===== src/rtl/mlcd_pkg.sv =====
// Shared types and constants for the MIPI-style LCD frame sequencer.
// Optional TE-synchronised start is enabled with MLCD_TE_SYNC_EN.
package mlcd_pkg;

    typedef enum logic [2:0] {
        IDLE, SYNC, WIN_X, WIN_Y, GRAM, STREAM, DONE
    } state_e;

    typedef enum logic [1:0] {
        WP_IDLE, WP_LO, WP_HI
    } wr_phase_e;

    typedef struct packed {
        logic        rs;
        logic [15:0] data;
    } bus_word_t;

    localparam logic [7:0]  CMD_X    = 8'h2A;
    localparam logic [7:0]  CMD_Y    = 8'h2B;
    localparam logic [7:0]  CMD_GRAM = 8'h2C;
    localparam logic [15:0] ID_5510  = 16'h5510;

    // Window write sequence: 5510 interleaves 4 cmd/data pairs,
    // other panels send one command then four data words.
    function automatic bus_word_t win_word(
        input logic        is55,
        input logic [7:0]  base,
        input logic [3:0]  step,
        input logic [15:0] last
    );
        bus_word_t  w;
        logic       cmd;
        logic [1:0] idx;
        cmd  = is55 ? ~step[0] : (step == 4'd0);
        idx  = is55 ? step[2:1] : 2'(step - 4'd1);
        w.rs = ~cmd;
        case (idx)
            2'd2:    w.data = {8'h00, last[15:8]};
            2'd3:    w.data = {8'h00, last[7:0]};
            default: w.data = 16'h0000;
        endcase
        if (cmd) begin
            w.data = is55 ? {base, 6'b0, idx} : {8'h00, base};
        end
        return w;
    endfunction

endpackage


===== src/rtl/mlcd_wr_cycle.sv =====
// One 8080-style bus write: wr_n low for WR_LO clocks, high for WR_HI.
// done marks the final high clock so a new write can follow back-to-back.
module mlcd_wr_cycle
    import mlcd_pkg::*;
#(
    parameter int WR_LO = 1,
    parameter int WR_HI = 1
) (
    input  logic        clk,
    input  logic        rst_n,
    input  logic        clr,
    input  logic        start,
    input  logic        rs_in,
    input  logic [15:0] data_in,
    output logic        wr_n,
    output logic        rs_out,
    output logic [15:0] data_out,
    output logic        ready,
    output logic        done
);

    localparam logic [3:0] LO_LAST = 4'(WR_LO - 1);
    localparam logic [3:0] HI_LAST = 4'(WR_HI - 1);

    wr_phase_e   phase_q, phase_d;
    logic [3:0]  cnt_q, cnt_d;
    logic        wr_n_q, wr_n_d;
    logic        rs_q, rs_d;
    logic [15:0] data_q, data_d;

    always_comb begin
        phase_d = phase_q;
        cnt_d   = cnt_q;
        wr_n_d  = wr_n_q;
        rs_d    = rs_q;
        data_d  = data_q;
        done    = (phase_q == WP_HI) && (cnt_q == HI_LAST);
        ready   = (phase_q == WP_IDLE) || done;
        unique case (phase_q)
            WP_LO: begin
                if (cnt_q == LO_LAST) begin
                    phase_d = WP_HI;
                    cnt_d   = 4'd0;
                    wr_n_d  = 1'b1;
                end else begin
                    cnt_d = cnt_q + 4'd1;
                end
            end
            WP_HI: begin
                if (done) begin
                    phase_d = WP_IDLE;
                    cnt_d   = 4'd0;
                end else begin
                    cnt_d = cnt_q + 4'd1;
                end
            end
            default: ;
        endcase
        if (ready && start) begin
            phase_d = WP_LO;
            cnt_d   = 4'd0;
            wr_n_d  = 1'b0;
            rs_d    = rs_in;
            data_d  = data_in;
        end
        if (clr) begin
            phase_d = WP_IDLE;
            cnt_d   = 4'd0;
            wr_n_d  = 1'b1;
        end
    end

    always_ff @(posedge clk) begin
        if (!rst_n) begin
            phase_q <= WP_IDLE;
            cnt_q   <= 4'd0;
            wr_n_q  <= 1'b1;
            rs_q    <= 1'b1;
            data_q  <= 16'h0000;
        end else begin
            phase_q <= phase_d;
            cnt_q   <= cnt_d;
            wr_n_q  <= wr_n_d;
            rs_q    <= rs_d;
            data_q  <= data_d;
        end
    end

    assign wr_n     = wr_n_q;
    assign rs_out   = rs_q;
    assign data_out = data_q;

endmodule


===== src/rtl/mlcd_frame_seq.sv =====
// Frame writer: sets the GRAM window, then streams H_RES*V_RES pixels.
// Define MLCD_TE_SYNC_EN to hold SYNC until a tearing-effect rising edge.
module mlcd_frame_seq
    import mlcd_pkg::*;
#(
    parameter int H_RES = 480,
    parameter int V_RES = 800,
    parameter int WR_LO = 1,
    parameter int WR_HI = 1
) (
    input  logic        clk,
    input  logic        rst_n,
    input  logic        lcd_init_done,
    input  logic [15:0] lcd_id,
    input  logic        frame_start,
    input  logic        lcd_te,
    input  logic [15:0] pixel_data,
    input  logic [8:0]  rdusedw,
    output logic        pixel_en,
    output logic        mlcd_cs_n,
    output logic        mlcd_wr_n,
    output logic        mlcd_rd_n,
    output logic        mlcd_rs,
    output logic [15:0] mlcd_data,
    output logic        busy,
    output logic        frame_done
);

    localparam int NPIX = H_RES * V_RES;
    localparam int PW   = (NPIX > 1) ? $clog2(NPIX) : 1;
    localparam logic [PW-1:0] PIX_LAST = PW'(NPIX - 1);

    state_e        state_q, state_d;
    logic [3:0]    step_q, step_d;
    logic [PW-1:0] pix_q, pix_d;
    logic          last_q, last_d;
    logic          cs_n_q, cs_n_d;
    logic          pix_en_q, pix_en_d;

    logic       is55;
    logic [3:0] n_win;
    bus_word_t  win, gram, wc_word;
    logic       wc_start, wc_clr, wc_ready, wc_done;
    logic       te_rise;

`ifdef MLCD_TE_SYNC_EN
    logic [2:0] te_q, te_d;
    assign te_d    = {te_q[1:0], lcd_te};
    assign te_rise = te_q[1] & ~te_q[2];
    always_ff @(posedge clk) begin
        if (!rst_n) te_q <= 3'b000;
        else        te_q <= te_d;
    end
`else
    logic te_unused;
    assign te_unused = lcd_te;
    assign te_rise   = 1'b1;
`endif

    assign is55  = (lcd_id == ID_5510);
    assign n_win = is55 ? 4'd8 : 4'd5;
    assign win   = win_word(is55,
                            (state_q == WIN_Y) ? CMD_Y : CMD_X,
                            step_q,
                            (state_q == WIN_Y) ? 16'(V_RES - 1)
                                               : 16'(H_RES - 1));
    assign gram.rs   = 1'b0;
    assign gram.data = is55 ? {CMD_GRAM, 8'h00} : {8'h00, CMD_GRAM};

    always_comb begin
        state_d    = state_q;
        step_d     = step_q;
        pix_d      = pix_q;
        last_d     = last_q;
        pix_en_d   = 1'b0;
        wc_start   = 1'b0;
        wc_clr     = 1'b0;
        wc_word.rs   = 1'b1;
        wc_word.data = pixel_data;
        unique case (state_q)
            IDLE: if (frame_start && lcd_init_done) state_d = SYNC;
            SYNC: if (te_rise) state_d = WIN_X;
            WIN_X, WIN_Y: begin
                wc_word = win;
                if (step_q == n_win) begin
                    if (wc_done) begin
                        state_d = (state_q == WIN_X) ? WIN_Y : GRAM;
                        step_d  = 4'd0;
                    end
                end else if (wc_ready) begin
                    wc_start = 1'b1;
                    step_d   = step_q + 4'd1;
                end
            end
            GRAM: begin
                wc_word = gram;
                if (step_q != 4'd0) begin
                    if (wc_done) begin
                        state_d = STREAM;
                        step_d  = 4'd0;
                    end
                end else if (wc_ready) begin
                    wc_start = 1'b1;
                    step_d   = 4'd1;
                end
            end
            STREAM: begin
                if (last_q) begin
                    if (wc_done) state_d = DONE;
                end else if (wc_ready && rdusedw != 9'd0) begin
                    wc_start = 1'b1;
                    pix_en_d = 1'b1;
                    if (pix_q == PIX_LAST) last_d = 1'b1;
                    else                   pix_d  = pix_q + 1'b1;
                end
            end
            DONE: begin
                state_d = IDLE;
                pix_d   = '0;
                last_d  = 1'b0;
            end
            default: state_d = IDLE;
        endcase
        // Losing panel init mid-frame abandons the frame outright.
        if (state_q != IDLE && !lcd_init_done) begin
            state_d  = IDLE;
            step_d   = 4'd0;
            pix_d    = '0;
            last_d   = 1'b0;
            pix_en_d = 1'b0;
            wc_start = 1'b0;
            wc_clr   = 1'b1;
        end
        cs_n_d = !(state_d == WIN_X || state_d == WIN_Y ||
                   state_d == GRAM  || state_d == STREAM);
    end

    always_ff @(posedge clk) begin
        if (!rst_n) begin
            state_q  <= IDLE;
            step_q   <= 4'd0;
            pix_q    <= '0;
            last_q   <= 1'b0;
            cs_n_q   <= 1'b1;
            pix_en_q <= 1'b0;
        end else begin
            state_q  <= state_d;
            step_q   <= step_d;
            pix_q    <= pix_d;
            last_q   <= last_d;
            cs_n_q   <= cs_n_d;
            pix_en_q <= pix_en_d;
        end
    end

    mlcd_wr_cycle #(
        .WR_LO (WR_LO),
        .WR_HI (WR_HI)
    ) u_wr (
        .clk      (clk),
        .rst_n    (rst_n),
        .clr      (wc_clr),
        .start    (wc_start),
        .rs_in    (wc_word.rs),
        .data_in  (wc_word.data),
        .wr_n     (mlcd_wr_n),
        .rs_out   (mlcd_rs),
        .data_out (mlcd_data),
        .ready    (wc_ready),
        .done     (wc_done)
    );

    assign pixel_en   = pix_en_q;
    assign mlcd_cs_n  = cs_n_q;
    assign mlcd_rd_n  = 1'b1;
    assign busy       = (state_q != IDLE);
    assign frame_done = (state_q == DONE);

endmodule

===== config.mk =====
export PLATFORM = sky130hd
export DESIGN_NAME = mlcd_frame_seq
export DESIGN_NICKNAME = d
export VERILOG_FILES = /design/src/rtl/mlcd_pkg.sv /design/src/rtl/mlcd_wr_cycle.sv /design/src/rtl/mlcd_frame_seq.sv
export SDC_FILE = /design/constraint.sdc
export NUM_CORES = 1
export LEC_CHECK = 0
export ABC_AREA = 1
export BUFFER_PORTS_ARGS = -buffer_cell sky130_fd_sc_hd__buf_2
export CELL_PAD_IN_SITES_DETAIL_PLACEMENT = 0
export CELL_PAD_IN_SITES_GLOBAL_PLACEMENT = 1
export CORE_MARGIN = 2
export CORE_UTILIZATION = 38
export DETAILED_ROUTE_END_ITERATION = 6
export GPL_TIMING_DRIVEN = 0
export PLACE_DENSITY_LB_ADDON = 0.1
export SYNTH_ARGS = -nofsm -noshare
export SYNTH_HDL_FRONTEND = slang
export SYNTH_SLANG_ARGS = --single-unit
export TNS_END_PERCENT = 5

===== constraint.sdc =====
create_clock -name clk -period 1.9 [get_ports clk]
set_input_delay 0 -clock clk [delete_from_list [all_inputs] [get_ports clk]]
set_output_delay 0 -clock clk [all_outputs]
set_load 0.05 [all_outputs]

After elaboration in Yosys (flattened, before gate mapping)
Index checks and enable logic that the tools add are counted.
W data, S select, Z words.
{"block": "op_classes", "n_reduce_logical": 34, "n_mux": 52, "n_bitwise": 4, "addsub": 4, "n_eq_ne": 26}
{"op": "$mux W19", "n": 3}
{"op": "$pmux W19 S2", "n": 1}
{"op": "$pmux W17 S2", "n": 1}
{"op": "$mux W4", "n": 8}
{"op": "$mux W14", "n": 2}
{"op": "$mux W3", "n": 9}
{"op": "$add A19 B1 Y19 const B", "n": 1}
{"op": "$eq A19 B19 Y1 const B", "n": 1}
{"op": "$eq A16 B15 Y1 const B", "n": 1}
{"op": "$mux W1", "n": 16}
{"op": "$mux W16", "n": 1}
{"op": "$pmux W4 S2", "n": 2}
{"op": "$pmux W8 S2", "n": 1}
{"op": "$eq A3 B3 Y1 const B", "n": 5}
{"op": "$pmux W3 S5", "n": 1}
{"op": "$eq A3 B2 Y1 const B", "n": 4}
{"op": "$mux W10", "n": 1}
{"op": "$reduce_bool A2 Y1", "n": 5}
{"op": "$reduce_and A3 Y1", "n": 3}
{"op": "$reduce_bool A9 Y1", "n": 1}
{"op": "$add A4 B1 Y4 const B", "n": 2}
{"op": "$logic_not A4 Y1", "n": 2}
{"op": "$eq A2 B2 Y1 const B", "n": 3}
{"op": "$mux W2", "n": 3}
{"op": "other kinds (24)", "n": 43}
{"block": "word_totals", "in_bits": 46, "reg_bits": 53, "out_inout_bits": 23}

Longest topological paths before layout
{"block": "depth", "depth_word": 11, "depth_mapped": 16, "ltp_nobuf": 15}

Hierarchy
Synthesis repeated with hierarchy kept, for this count alone.
{"block": "hier_totals", "cells_unflattened": 563, "hier_area_um2": 3603.5}
{"module": "mlcd_frame_seq", "instances": 1, "cells_each": 399, "area_per_inst_um2": 2424.8}
{"module": "mlcd_wr_cycle", "instances": 1, "cells_each": 164, "area_per_inst_um2": 1178.6}

Worst setup path before layout
Ideal clock, no wire load.
{"block": "synth_path", "path_kind": "register -> register", "start": "register state_q[1]", "end": "register pix_q[12]", "stages_incl_launch_ff": 7, "arrival_ns": 1.764, "required_time_ns": 1.765, "synth_period_minus_slack_ns": 1.898, "setup_slack_ns": 0.002, "cell_sequence": "dfxtp_1 -> inv_2 -> nor3_1 -> clkbuf_1 -> nor2_1 -> nand2_1 -> a21oi_2"}
{"block": "synth_between", "elab_chain_len": 3, "word_cells_on_any_way": 11}
{"item": "from (decl)", "line": "mlcd_frame_seq.sv:33", "source": "state_e state_q, state_d;"}
{"item": "from (signal assigned)", "line": "mlcd_frame_seq.sv:147", "source": "state_q <= state_d;"}
{"item": "$eq A3 B3 Y1 *"}
{"item": "net frame_done", "line": "mlcd_frame_seq.sv:26", "source": "output logic frame_done"}
{"item": "$reduce_bool A2 Y1 (no source line)"}
{"item": "$reduce_and A4 Y1 (no source line)"}
{"item": "to (signal assigned)", "line": "mlcd_frame_seq.sv:149", "source": "pix_q <= pix_d;"}
{"item": "to (decl)", "line": "mlcd_frame_seq.sv:35", "source": "logic [PW-1:0] pix_q, pix_d;"}
The timed path passes the listed nets; every way through them passes the cells marked *.
A chain may end at the register's enable or synchronous reset.

Final worst setup path
{"block": "layout_path", "start": "register pix_q[1]", "end": "register pix_q[15]"}
{"block": "layout_between", "elab_chain_len": 5, "word_cells_on_any_way": 8}
{"item": "$add A19 B1 Y19", "line": "mlcd_frame_seq.sv:114", "source": "else pix_d = pix_q + 1'b1;"}
{"item": "$mux W19", "line": "mlcd_frame_seq.sv:113", "source": "if (pix_q == PIX_LAST) last_d = 1'b1;"}
{"item": "$mux W19", "line": "mlcd_frame_seq.sv:110", "source": "end else if (wc_ready && rdusedw != 9'd0) begin"}
{"item": "$mux W19", "line": "mlcd_frame_seq.sv:108", "source": "if (last_q) begin"}
{"item": "$pmux W19 S2", "line": "mlcd_frame_seq.sv:80", "source": "unique case (state_q)"}
Parallel ways exist; a longest one is shown, timed or not. The select of a mux whose other input is x is not followed.

==> flow_summary.ini <==
[detailed_routing]
wirelength_um = 9580
dr.pass1.iters = 4
wl_per_cell_um = 12.6
ant_nets = 0
vias = 3662
avgViaCountPerCell = 4.83
drtIter0Drc = 126
drc = 0

[logic_synthesis]
ys_ff_latch = 53
syn_inst = 556
ys_seq_area_share_pct = 30.5
syn_nets = 613
yosys_warnings = 0
syn_area_mm2 = 0.00347
syn_avg_cell_area_um2 = 6.25
synth_top_area_share_pct = 30.5
ys_types = 37
synth.largest_area_cell = dfxtp_1
synth_area_leaders = dfxtp_1 31%, nand2_1 16%, nor2_1 11%

[setup_path]
worstPathRequired_ns = 2.15
critPathArrivalTime_ns = 2.12
worstSetupStartpointType = flip-flop
critPathKind = flip-flop to flip-flop
ff2ff_path_depth = 12
crit_path_max_fanout = 7
crit_path_end_kind = flip-flop

[sta]
setup_viol = 0
grt_setup_unrepaired = yes
max_freq_ghz = 0.535
fin_skew_ns = 0.00929
period_minus_slack_ns = 1.87
tightest_slew_ns = 0.825
slew_violations = 0
finalHoldViolations = 0
slew_headroom_pct = 44.5
fin_crit_sh_pct = 98.3

[placed_design]
placed_area_mm2 = 0.00393
hpwl_um = 7090
port-buffer-count = 65
gp_congestion = 0.860

[floorplanning]
row_count = 34
ios = 69
initial_utilization_pct = 39.4
die_h_um = 99.6
die_area_mm2 = 0.00992
coreArea_mm2 = 0.00881
fp.dieW_um = 99.6

[final_layout]
finalInstanceArea_mm2 = 0.00449
layout-drive-gt1-share_pct = 28.0
diodes = 0
syn2layout_area_growth_pct = 29.4
fin_nets = 706

[grt]
grt_max_degree = 18
antenna_found_initial = 0
met3_usage_pct = 2.53
grt_first_pass_wirelength_um = 15300
use_met2_pct = 35.7
first_global_vias = 3400
overflow = 0
grt_use_met1_pct = 22.1
grt-busiest-layer = met2
track_usage_pct = 18.7

[clock_network]
numCtsBuffers = 5
clkLatencyLatePin_ns = 0.31
cts-root-buf = clkbuf_8
cts_htree_levels = 2
cts_tree = yes
clock-sinks = 53
clk_pin_slew_ns = 0.11
cts_max_path_buffers = 2

[run]
max_cap_viol_count = 0

[min_path]
hold_depth = 5
hp-class = primary input to flip-flop

[pwr]
ir_worst_vdd_uv = 245
power_mw = 2.05
power.leakage_nw = 2.10
p_per_area_mw_per_mm2 = 457

[run_status]
outcome = finished, final reports clean
==> flip-flops by register name (all words and copies together) (netlist names), 2 cells and up <==
name	flops
u_wr.cnt_q	4
u_wr.data_out	16
step_q	4
u_wr.phase_q	2
pix_q	19
state_q	3
==> cell families after synthesis <==
group,count (synthesis),synth area share [%]
compound gates,55,9.65
xor+xnor,15,3.78
buf+inv,81,9.55
fa+ha+maj,11,3.96
other cells,1,0.108
simple gates,340,42.4
flops,53,30.5
==> Yosys cell counts (all sizes together) <==
| cell type | count |
|---|---|
| o211a | 1 |
| inv | 64 |
| xnor2 | 2 |
| dfxtp | 53 |
| a211oi | 1 |
| nor2 | 105 |
| buf | 10 |
| clkinv | 1 |
| a22oi | 1 |
| nand3 | 51 |
| nand2 | 152 |
| o211ai | 3 |
| a21oi | 32 |
| or2 | 1 |
| ha | 11 |
| nand3b | 4 |
| nand4 | 11 |
| clkbuf | 6 |
| nor4 | 1 |
| conb | 1 |
| o22ai | 1 |
| o21a | 1 |
| xor2 | 13 |
| o21ai | 15 |
| nor3 | 15 |
==> through the flow <==
stage               hold WS, ns  worst slack [ns]  setup TNS (ns)  cells  utilization [%]
floorplan                 0.211           0.00155               0    556                -
global placement          0.316            -0.177           -4.33    729             44.7
detailed placement        0.322            -0.166           -4.41    729             44.7
CTS                     0.00602           0.00678               0    739             46.7
global route             0.0149           -0.0557          -0.968    758             51.0
finish                  0.00526            0.0323               0    758             51.0
==> layout by cell type, fill, tap and decap left out, drive strengths merged, types with 2 or more instances in the layout <==
| cell type | count |
|---|---|
| nand3 | 51 |
| nor2 | 105 |
| inv | 65 |
| nand3b | 4 |
| nand2 | 153 |
| nor3 | 15 |
| o21ai | 15 |
| dfxtp | 53 |
| buf | 95 |
| o211ai | 3 |
| ha | 11 |
| nand4 | 11 |
| clkbuf | 10 |
| a21oi | 32 |
| xor2 | 13 |
| xnor2 | 2 |
| clkinv | 2 |
==> worst max-delay path: stages, from the launching register on <==
cell	delay, ns
dfxtp_4	0.38
ha_4	0.15
inv_2	0.05
nor3_4	0.22
nand2_2	0.13
nor3_4	0.24
inv_2	0.08
nand3_4	0.08
nand2_4	0.07
clkinv_4	0.09
clkbuf_16	0.15
nand2_1	0.06
a21oi_2	0.11
==> report_power, final <==
part	internal, mW	leakage (nW)	switching (mW)
sequential	1.11	0.433	0.00913
clock	0.263	0.0445	0.402
combinational	0.105	1.62	0.161
total	1.48	2.10	0.573
==> per-layer routing <==
| metal | up-vias | wire length [µm] |
|---|---|---|
| met5 | - | 0 |
| met4 | 0 | 93 |
| met3 | 10 | 366 |
| met2 | 83 | 4920 |
| met1 | 1624 | 4200 |
| li1 | 1945 | - |
==> path summary, 6_finish.rpt <==
check	from	endpoint	slack [ns]
worst min register to register	u_wr.data_out[12]$_SDFFE_PN0P_	u_wr.data_out[12]$_SDFFE_PN0P_	0.47
worst min-delay path	pixel_data[6]	u_wr.data_out[6]$_SDFFE_PN0P_	0.005
worst max register to register	pix_q[1]$_SDFFE_PP0P_	pix_q[15]$_SDFFE_PP0P_	0.03
worst max-delay path	pix_q[1]$_SDFFE_PP0P_	pix_q[15]$_SDFFE_PP0P_	0.03
==> area by class of cell <==
cell class	count	area [µm²]
Inverter	65	254
Fill cell	945	4310
Buffer	14	111
Clock buffer	5	68.8
Timing Repair Buffer	87	529
Sequential cell	53	1080
Clock inverter	3	21.3
Multi-Input combinational cell	423	2290
Tap cell	108	135
==> what timing repair did <==
action	CTS	global route
pin swaps	1	23
resized for setup	24	59
cloned	0	5
hold buffers	1	0
hold endpoints to repair	1	0
endpoints found under the setup margin	47	48
setup buffers	1	16
Note: power is estimated with default switching activity, not from simulation.
